--- src/rtl/mn_rle_packer.sv ---
// mn_rle_packer
//   Run-length packer for the 2-bit (m,n) symbol stream of the Mealy control
//   FSM. Runs of identical symbols are closed into {symbol, length} packets
//   that are queued in a first-word-fall-through FIFO behind a valid/ready
//   output handshake.
//
// Ports
//   clk        system clock, all logic on posedge
//   rst        synchronous active-high reset
//   in_valid   symbol {m,n} is sampled this cycle
//   m, n       symbol bits (m is the MSB)
//   flush      close the current run and queue it as a packet
//   out_valid  FIFO head packet available
//   out_ready  consumer accepts the head packet
//   out_sym    head packet symbol, 0 when empty
//   out_len    head packet run length, 0 when empty
//   overflow   sticky: a packet was dropped because the FIFO was full
//   pkt_count  (MN_RLE_STATS_EN only) saturating count of accepted packets
//
// Build option
//   MN_RLE_STATS_EN  adds the pkt_count output and its counter.
//
// Run FSM
//   state  | meaning
//   S_IDLE | no open run; flush is ignored
//   S_RUN  | run of cur_sym with run_len >= 1 in progress

module mn_rle_packer #(
    parameter int CNT_W      = 4,
    parameter int FIFO_DEPTH = 4
) (
    input  logic             clk,
    input  logic             rst,
    input  logic             in_valid,
    input  logic             m,
    input  logic             n,
    input  logic             flush,
    output logic             out_valid,
    input  logic             out_ready,
    output logic [1:0]       out_sym,
    output logic [CNT_W-1:0] out_len,
    output logic             overflow
`ifdef MN_RLE_STATS_EN
    ,
    output logic [15:0]      pkt_count
`endif
);

    localparam int AW = (FIFO_DEPTH > 1) ? $clog2(FIFO_DEPTH) : 1;
    localparam int CW = $clog2(FIFO_DEPTH) + 1;
    localparam logic [CNT_W-1:0] MAX_LEN = {CNT_W{1'b1}};
    localparam logic [CW-1:0]    DEPTH_C = CW'(FIFO_DEPTH);

    typedef enum logic {
        S_IDLE = 1'b0,
        S_RUN  = 1'b1
    } state_t;

    state_t           state, state_nx;
    logic [1:0]       cur_sym, cur_sym_nx;
    logic [CNT_W-1:0] run_len, run_len_nx;
    logic [1:0]       sym;

    logic             push;
    logic [1:0]       push_sym;
    logic [CNT_W-1:0] push_len;

    logic [1:0]       mem_sym [FIFO_DEPTH];
    logic [CNT_W-1:0] mem_len [FIFO_DEPTH];
    logic [AW-1:0]    wr_ptr, rd_ptr;
    logic [CW-1:0]    count;
    logic             full, pop, wr_en, drop;

    assign sym = {m, n};

    always_ff @(posedge clk) begin
        if (rst) begin
            state   <= S_IDLE;
            cur_sym <= '0;
            run_len <= '0;
        end else begin
            state   <= state_nx;
            cur_sym <= cur_sym_nx;
            run_len <= run_len_nx;
        end
    end

    always_comb begin
        state_nx   = state;
        cur_sym_nx = cur_sym;
        run_len_nx = run_len;
        push       = 1'b0;
        push_sym   = cur_sym;
        push_len   = run_len;
        case (state)
            S_IDLE: begin
                if (in_valid) begin
                    state_nx   = S_RUN;
                    cur_sym_nx = sym;
                    run_len_nx = CNT_W'(1);
                end
            end
            S_RUN: begin
                if (flush) begin
                    // A same-cycle symbol opens a fresh run, never joins the flushed one.
                    push = 1'b1;
                    if (in_valid) begin
                        cur_sym_nx = sym;
                        run_len_nx = CNT_W'(1);
                    end else begin
                        state_nx = S_IDLE;
                    end
                end else if (in_valid) begin
                    if (sym == cur_sym && run_len != MAX_LEN) begin
                        run_len_nx = run_len + CNT_W'(1);
                    end else begin
                        // Symbol change, or a saturated run restarting with the same symbol.
                        push       = 1'b1;
                        cur_sym_nx = sym;
                        run_len_nx = CNT_W'(1);
                    end
                end
            end
            default: state_nx = S_IDLE;
        endcase
    end

    assign full      = (count == DEPTH_C);
    assign out_valid = (count != '0);
    assign pop       = out_valid && out_ready;
    // When full, a simultaneous pop frees the slot the push lands in.
    assign wr_en     = push && (!full || pop);
    assign drop      = push && full && !pop;

    assign out_sym = out_valid ? mem_sym[rd_ptr] : 2'b00;
    assign out_len = out_valid ? mem_len[rd_ptr] : '0;

    always_ff @(posedge clk) begin
        if (wr_en) begin
            mem_sym[wr_ptr] <= push_sym;
            mem_len[wr_ptr] <= push_len;
        end
    end

    always_ff @(posedge clk) begin
        if (rst) begin
            wr_ptr   <= '0;
            rd_ptr   <= '0;
            count    <= '0;
            overflow <= 1'b0;
        end else begin
            if (wr_en) wr_ptr <= wr_ptr + AW'(1);
            if (pop)   rd_ptr <= rd_ptr + AW'(1);
            case ({wr_en, pop})
                2'b10:   count <= count + CW'(1);
                2'b01:   count <= count - CW'(1);
                default: count <= count;
            endcase
            if (drop) overflow <= 1'b1;
        end
    end

`ifdef MN_RLE_STATS_EN
    always_ff @(posedge clk) begin
        if (rst) begin
            pkt_count <= '0;
        end else if (pop && pkt_count != 16'hFFFF) begin
            pkt_count <= pkt_count + 16'd1;
        end
    end
`endif

endmodule

--- config.mk ---
export PLATFORM = sky130hd
export DESIGN_NAME = mn_rle_packer
export DESIGN_NICKNAME = d
export VERILOG_FILES = /design/src/rtl/mn_rle_packer.sv
export SDC_FILE = /design/constraint.sdc
export NUM_CORES = 1
export LEC_CHECK = 0
export ABC_AREA = 1
export CAP_MARGIN = 5
export CELL_PAD_IN_SITES_DETAIL_PLACEMENT = 1
export CELL_PAD_IN_SITES_GLOBAL_PLACEMENT = 1
export CORE_MARGIN = 2
export CORE_UTILIZATION = 43
export DETAILED_ROUTE_END_ITERATION = 7
export DONT_BUFFER_PORTS = 1
export GPL_ROUTABILITY_DRIVEN = 0
export MAX_ROUTING_LAYER = met4
export PLACE_DENSITY_LB_ADDON = 0.12
export SYNTH_ARGS = -nofsm -noshare
export SYNTH_HDL_FRONTEND = slang
export SYNTH_SLANG_ARGS = --single-unit
--- constraint.sdc ---
create_clock -name clk -period 3.9 [get_ports clk]
set_input_delay 0.195 -clock clk [delete_from_list [all_inputs] [get_ports clk]]
set_output_delay 0.195 -clock clk [all_outputs]
set_load 0.01 [all_outputs]
==> results by group, run 1 <==
Setup path
  – CP delay by family, top: adder cells
  – CP cell instances: ha_1, nand3_2, nand3_2, nand2_2, nand2_4, nand2_4, nand2_4, inv_1, fa_1, inv_1, nand2_2, a21oi_1, nor2_1
  – Startpoint types: flip-flop
  – Worst path max stage delay: 0.46 ns
  – Worst path required time: 4.09 ns
  – WP buf/inv: 2
  – Critical path startpoint: push_len[1]
  – Arrival @ worst endpoint: 2.27 ns
  – Crit. End Element: flip-flop
  – Kind of critical path: reg -> reg
  – FF-to-FF Start: push_len[1]
  – Crit-path slowest cell: dfxtp_1
  – Crit Path Max Fanout: 7
  – Worst path most repeated cell: nand2_4

STA
  – Fmax: 480.7 MHz
  – Setup Skew: 0.002781 ns
  – Period minus WS final: 2.080 ns
  – Setup-failing EPs final: 0
  – Pins Over Slew Limit: 0
  – Worst slew pin tran: 0.5530 ns
  – Tcrit/Tclk final: 53.34%
  – Setup TNS: 0 ns
  – Relative slew margins: 62.99%
  – RSZ-0062 raised after global routing: false
  – Final hold vios: 0

Clock network
  – Hold Buf Count CTS: 1
  – Clock Tree Root: clkbuf_8
  – Post-CTS Setup Inserts: 0
  – Latest clock arrival within the worst-skew pair: 0.29 ns
  – Num CTS Buffers: 5
  – Post-cts resize count: 0
  – Max H-tree Level: 2
  – CTS max path bufs: 2
  – Clock slew at reported path FFs: 0.08 ns
  – Clock Sinks: 41
  – CTS tree: done

Finish
  – Post-route insts no fill: 246
  – Proportion of layout cells with a drive suffix above 1: 11.73%
  – Util after Layout: 49.98%
  – Diodes inserted: 0
  – Area growth syn-to-layout: 11.03%
  – Layout Nets: 208
  – Fillers: 466

Synth
  – Mapped Area: 1827 µm²
  – Largest cells by area after synthesis: edfxtp_1 (39%), dfxtp_1 (19%), nor2_1 (7.4%), a21oi_1 (5.5%), inv_1 (4.9%)
  – Number of synthesized flops with an enable pin: 24
  – Flops & latches, synth: 41
  – Syn_area_per_cell: 9.665 µm²
  – Syn_nets: 202
  – Share of async-settable or async-resettable flops after synthesis: 0%
  – Ys Warns: 0
  – Cell taking the most area after synthesis: edfxtp_1
  – Top FF cell, synth: edfxtp_1
  – Post-synthesis sequential area ratio: 58.08%
  – Most numerous cell in the Yosys netlist: nor2_1
  – Share of the synthesized area in the top cell type: 39.45%
  – Cells after Synth: 189
  – Synth unique cells: 21
  – Post-synth top cells: nor2_1 (36), edfxtp_1 (24), inv_1 (24)

Run status
  – Outcome: completed

Run
  – Max Cap Viol: 0

Drt
  – DRT Wirelength: 3885 µm
  – DR pass1 iterations: 4
  – Antenna Violating Nets Remaining: 0
  – Residual DRC count: 0
  – DR iter-0 viols: 75
  – Via count: 1269
  – Drt wl/cell: 15.79 µm
  – Via density: 5.159

Floorplanning
  – Core Box Area: 4058 µm²
  – Total I/O pin count: 15
  – Chip width: 69.18 µm
  – Row cnt: 23
  – Die Area: 4786 µm²
  – Die Span Y: 69.18 µm
  – Initial Util: 45.02%

Hold path
  – Hold wc startpoint: in_valid
  – Min-delay worst type: in -> reg

GRT
  – Number of global-route vias before repair: 1378
  – GR Util All Layers: 18.44%
  – Largest net degree at the start of global routing: 15
  – Initial antenna violation count: 0
  – Remaining Overflow, GRT: 0
  – First-pass GRT wire length: 6658 µm

Pwr
  – Maximum vdd drop: 0.4006 mV
  – LEAKAGE: 0.0007778 µW
  – Power Density: 625.1 nW/µm²

Placement
  – # port buffers: 0
  – HPWL after DPL: 2805 µm
  – Placed Instances: 237
registers in the layout (all words and copies together) (netlist names), named ones only:
signal    flops
mem_len      16
overflow      1
state         1
rd_ptr        2
push_len      4
cur_sym       2
mem_sym       8
wr_ptr        2
count         3
metal layers:
layer | global-route usage (%) | routed length [µm] | vias to the layer above | share of wire, %
li1 | - | - | 633 | -
met1 | 22.43 | 1744 | 606 | 45
met2 | 29.81 | 1955 | 21 | 50
met3 | 5.378 | 126 | 9 | 3.2
met4 | 5.664 | 58 | 0 | 1.5
met5 | - | 0 | - | 0
kinds of logic after synthesis:
family | Yosys count | share of synthesized area [%]
compound gates | 41 | 11.37
xor+xnor | 1 | 0.4795
fa+ha+maj | 6 | 4.521
buf+inv | 27 | 5.616
flops | 41 | 58.08
simple gates | 73 | 19.93
final timing paths:
| path | endpoint | slack (ns) | depth (start not counted) |
|---|---|---|---|
| min | cur_sym[0] | 0.04 | 2 |
| min reg2reg | rd_ptr[1] | 0.48 | 2 |
| max reg2reg | count[2] | 1.82 | 13 |
| max | count[2] | 1.82 | 13 |
per-stage QoR:
step	total power, µW	setup slack [ns]	area (µm²)	hold WS [ns]
after floorplan	796.4	2.049	1827	0.2641
after global placement	850.9	1.887	1881	0.2661
after detailed placement	875.3	1.807	1881	0.2674
after CTS	1286	1.772	2028	0.03042
after global routing	1355	1.570	2028	0.03619
final	1268	1.820	2028	0.03858
placed cells by master, fill, tap and decap left out:
master         instances
dlygate4sd3_1          1
inv_6                  1
o21a_1                 1
o21ai_1                4
bufinv_16              2
nand3_1                3
a21oi_1               20
nor2_1                36
inv_1                 24
nor2_4                 1
xor2_1                 1
nand3_2                4
nand4_2                1
ha_1                   5
nand2_2                3
edfxtp_1              24
nand2_1               20
nand2_4                5
o21ai_0               16
inv_2                  1
fa_1                   1
dfxtp_1               17
clkbuf_8               5
report_power, final:
part / switching, µW / total [µW] / internal [µW]
clock: 149 / 406 / 258
sequential: 54.7 / 553 / 499
combinational: 216 / 308 / 92.6
area by class of cell:
type | count | area, µm² | share of cell area (%)
Clock buffer | 5 | 68.82 | 3.393
Tap cell | 50 | 62.56 | 3.085
Sequential cell | 41 | 1061 | 52.31
Clock inverter | 3 | 68.82 | 3.393
Multi-Input combinational cell | 121 | 663.1 | 32.70
Inverter | 25 | 93.84 | 4.627
Timing Repair Buffer | 1 | 10.01 | 0.4935
worst reg2reg max path, stage by stage (launching register included):
cell and delay, ns:
dfxtp_1 0.46, ha_1 0.26, nand3_2 0.09, nand3_2 0.10, nand2_2 0.08, nand2_4 0.09
nand2_4 0.06, nand2_4 0.08, inv_1 0.06, fa_1 0.38, inv_1 0.08, nand2_2 0.05
a21oi_1 0.13, nor2_1 0.06
Note: power is estimated with default switching activity, not from simulation.
==> run 2, diff against run 1 <==
==> constraint.sdc (replaced) <==
create_clock -name clk -period 1.8 [get_ports clk]
set_input_delay 0.09 -clock clk [delete_from_list [all_inputs] [get_ports clk]]
set_output_delay 0.09 -clock clk [all_outputs]
set_load 0.01 [all_outputs]
==> run 2 against run 1 <==
Net effect:
- combinational power increased by 140%
- power rose by 110%
- clock power is 79% higher
- design area up 6.7%
- final cell count grew 6.9%
- non-clock buffer count rose by 17
==> results by group, run 2 (same netlist as run 1, synthesis figures left out) <==
Placement
  – Pre-CTS setup slack: -0.07021 ns (-1.877 ns)
  – Post-placement cell area: 1968 µm² (+4.7%)
  – # port buffers: 0 (unchanged)
  – HPWL after DPL: 2831 µm (+0.93%)

Finish
  – Area growth syn-to-layout: 18.42%
  – Most frequent cells in the layout: nor2_1 (35), edfxtp_1 (24), inv_1 (23), a21oi_1 (19), nand2_1 (19)
  – Final instance area: 2163 µm² (+6.7%)
  – Most common cell after layout, fill and taps aside: nor2_1
  – Proportion of layout cells with a drive suffix above 1: 22.07% (+10 points)
  – Fillers: 467 (+0.21%)
  – Layout Nets: 225 (+8.2%)
  – Multi-input gate area: 686.9 µm² (+3.6%)
  – Max reg flops: 16 (unchanged)
  – Diodes inserted: 0 (unchanged)
  – Sequential cell area: 1067 µm² (+0.59%)
  – Top reg by flops: mem_len

STA
  – Tcrit/Tclk final: 96.50% (+43 points)
  – Relative slew margins: 77.96% (+15 points)
  – Final hold vios: 0 (unchanged)
  – Setup-failing EPs final: 0 (unchanged)
  – Pins Over Slew Limit: 0 (unchanged)
  – RSZ-0062 raised after global routing: true
  – Setup Skew: 0.006940 ns (+0.004160 ns)
  – Hold WS: 0.02822 ns (-0.01037 ns)
  – Fmax: 575.7 MHz (+20%)
  – Worst slew pin tran: 0.3302 ns (-0.2228 ns)
  – Worst setup margin: 0.06309 ns (-1.757 ns)
  – Setup TNS: 0 ns (unchanged)
  – Period minus WS final: 1.737 ns (-0.3433 ns)

GRT
  – Largest net degree at the start of global routing: 14 (-1)
  – Remaining Overflow, GRT: 0 (unchanged)
  – GR Util All Layers: 18.22% (-0.22 points)
  – Number of global-route vias before repair: 1426 (+3.5%)
  – First-pass GRT wire length: 6568 µm (-1.4%)
  – Initial antenna violation count: 0 (unchanged)

Setup path
  – Kind of critical path: reg -> reg
  – Crit. End Element: flip-flop
  – CP cell instances: inv_1, nand2_4, nand2_4, inv_1, nand2_4, inv_2, fa_2, nor2_2, nor2_1
  – Crit-path slowest cell: dfxtp_1
  – Worst path required time: 1.99 ns (-2.10 ns)
  – Worst path most repeated cell: nand2_4
  – Arrival @ worst endpoint: 1.93 ns (-0.34 ns)
  – Crit Path Max Fanout: 5 (-2)
  – Worst path max stage delay: 0.42 ns (-0.04 ns)
  – Startpoint types: flip-flop
  – Worst reg-to-reg path cell count: 9 (-4)

Hold path
  – Min-delay worst type: in -> reg
  – Worst hold stages: 3 (+1)

Run status
  – Outcome: completed

Floorplanning
  – Total I/O pin count: 15 (unchanged)
  – Initial Util: 45.02% (unchanged)
  – Row cnt: 23 (unchanged)
  – Chip width: 69.18 µm (unchanged)
  – Die Area: 4786 µm² (unchanged)
  – Die Span Y: 69.18 µm (unchanged)
  – Core Box Area: 4058 µm² (unchanged)

Drt
  – Drt wl/cell: 15.43 µm (-2.3%)
  – DR iter-0 viols: 47 (-37%)
  – Residual DRC count: 0 (unchanged)
  – DR pass1 iterations: 4 (unchanged)
  – Via density: 5.053 (-2.0%)
  – Antenna Violating Nets Remaining: 0 (unchanged)
  – Via count: 1329 (+4.7%)
  – DRT Wirelength: 4058 µm (+4.5%)

Pwr
  – Power Density: 1232 nW/µm² (+97%)
  – LEAKAGE: 0.0008438 µW (+8.5%)
  – Overall Power: 2666 µW (+110%)
  – Maximum vdd drop: 0.5472 mV (+37%)

Run
  – Max Cap Viol: 0 (unchanged)

Clock network
  – Clock slew at reported path FFs: 0.08 ns (about the same)
  – Clock Tree Root: clkbuf_8
  – CTS tree: done
  – Num CTS Buffers: 5 (unchanged)
  – CTS max path bufs: 2 (unchanged)
  – Latest clock arrival within the worst-skew pair: 0.29 ns (about the same)
  – Clock Sinks: 41 (unchanged)
  – Max H-tree Level: 2 (unchanged)
-- run 2: path summary, 6_finish.rpt --
check,start,endpoint,slack [ns]
worst max-delay path,count[2],count[1],0.06
worst min register to register,rd_ptr[1],rd_ptr[1],0.48
worst max register to register,count[2],count[1],0.06
worst min-delay path,flush,state,0.03
-- run 2: layer usage --
metal	track usage, %	vias up	part of all wire (%)	wire length [µm]
met4	7.190	0	2.2	91
met2	32.48	24	53	2164
met3	3.488	11	3.2	131
met5	-	-	0	0
li1	-	665	-	-
met1	19.98	629	41	1671
-- run 2: final cells by class --
type,instances,area share (%)
flip-flops and latches,41,49.33
multi-input cells,121,31.75
clock buffers,6,3.355
clock inverters,2,1.619
well taps,50,2.892
repair buffers,18,6.709
inverters,25,4.338
-- run 2: worst max-delay path: cells and delay by family, from the launching register on --
family        cells  cell delay [ns]
flops             1             0.42
fa+ha+maj         1             0.42
simple gates      5             0.44
buf+inv           3             0.35
-- run 2: where the power goes --
part           switching, µW  internal (µW)  total [µW]
Clock                    316            412         728
Combinational            500            248         748
Sequential               108           1080        1190
-- run 2: per-stage QoR --
| stage | instances | util, % |
|---|---|---|
| final | 263 | 53.31 |
| after global routing | 263 | 53.31 |
| after CTS | 260 | 52.45 |
| after detailed placement | 248 | 48.50 |
| after global placement | 248 | 48.50 |
| after floorplan | 189 | - |
-- run 2: repair_timing --
item | CTS | global route
setup endpoints to repair | 1 | 7
endpoints found under the hold margin | 6 | 0
pin swaps | 0 | 5
hold buffers | 4 | 0
setup buffers | 0 | 3
resized for setup | 2 | 7
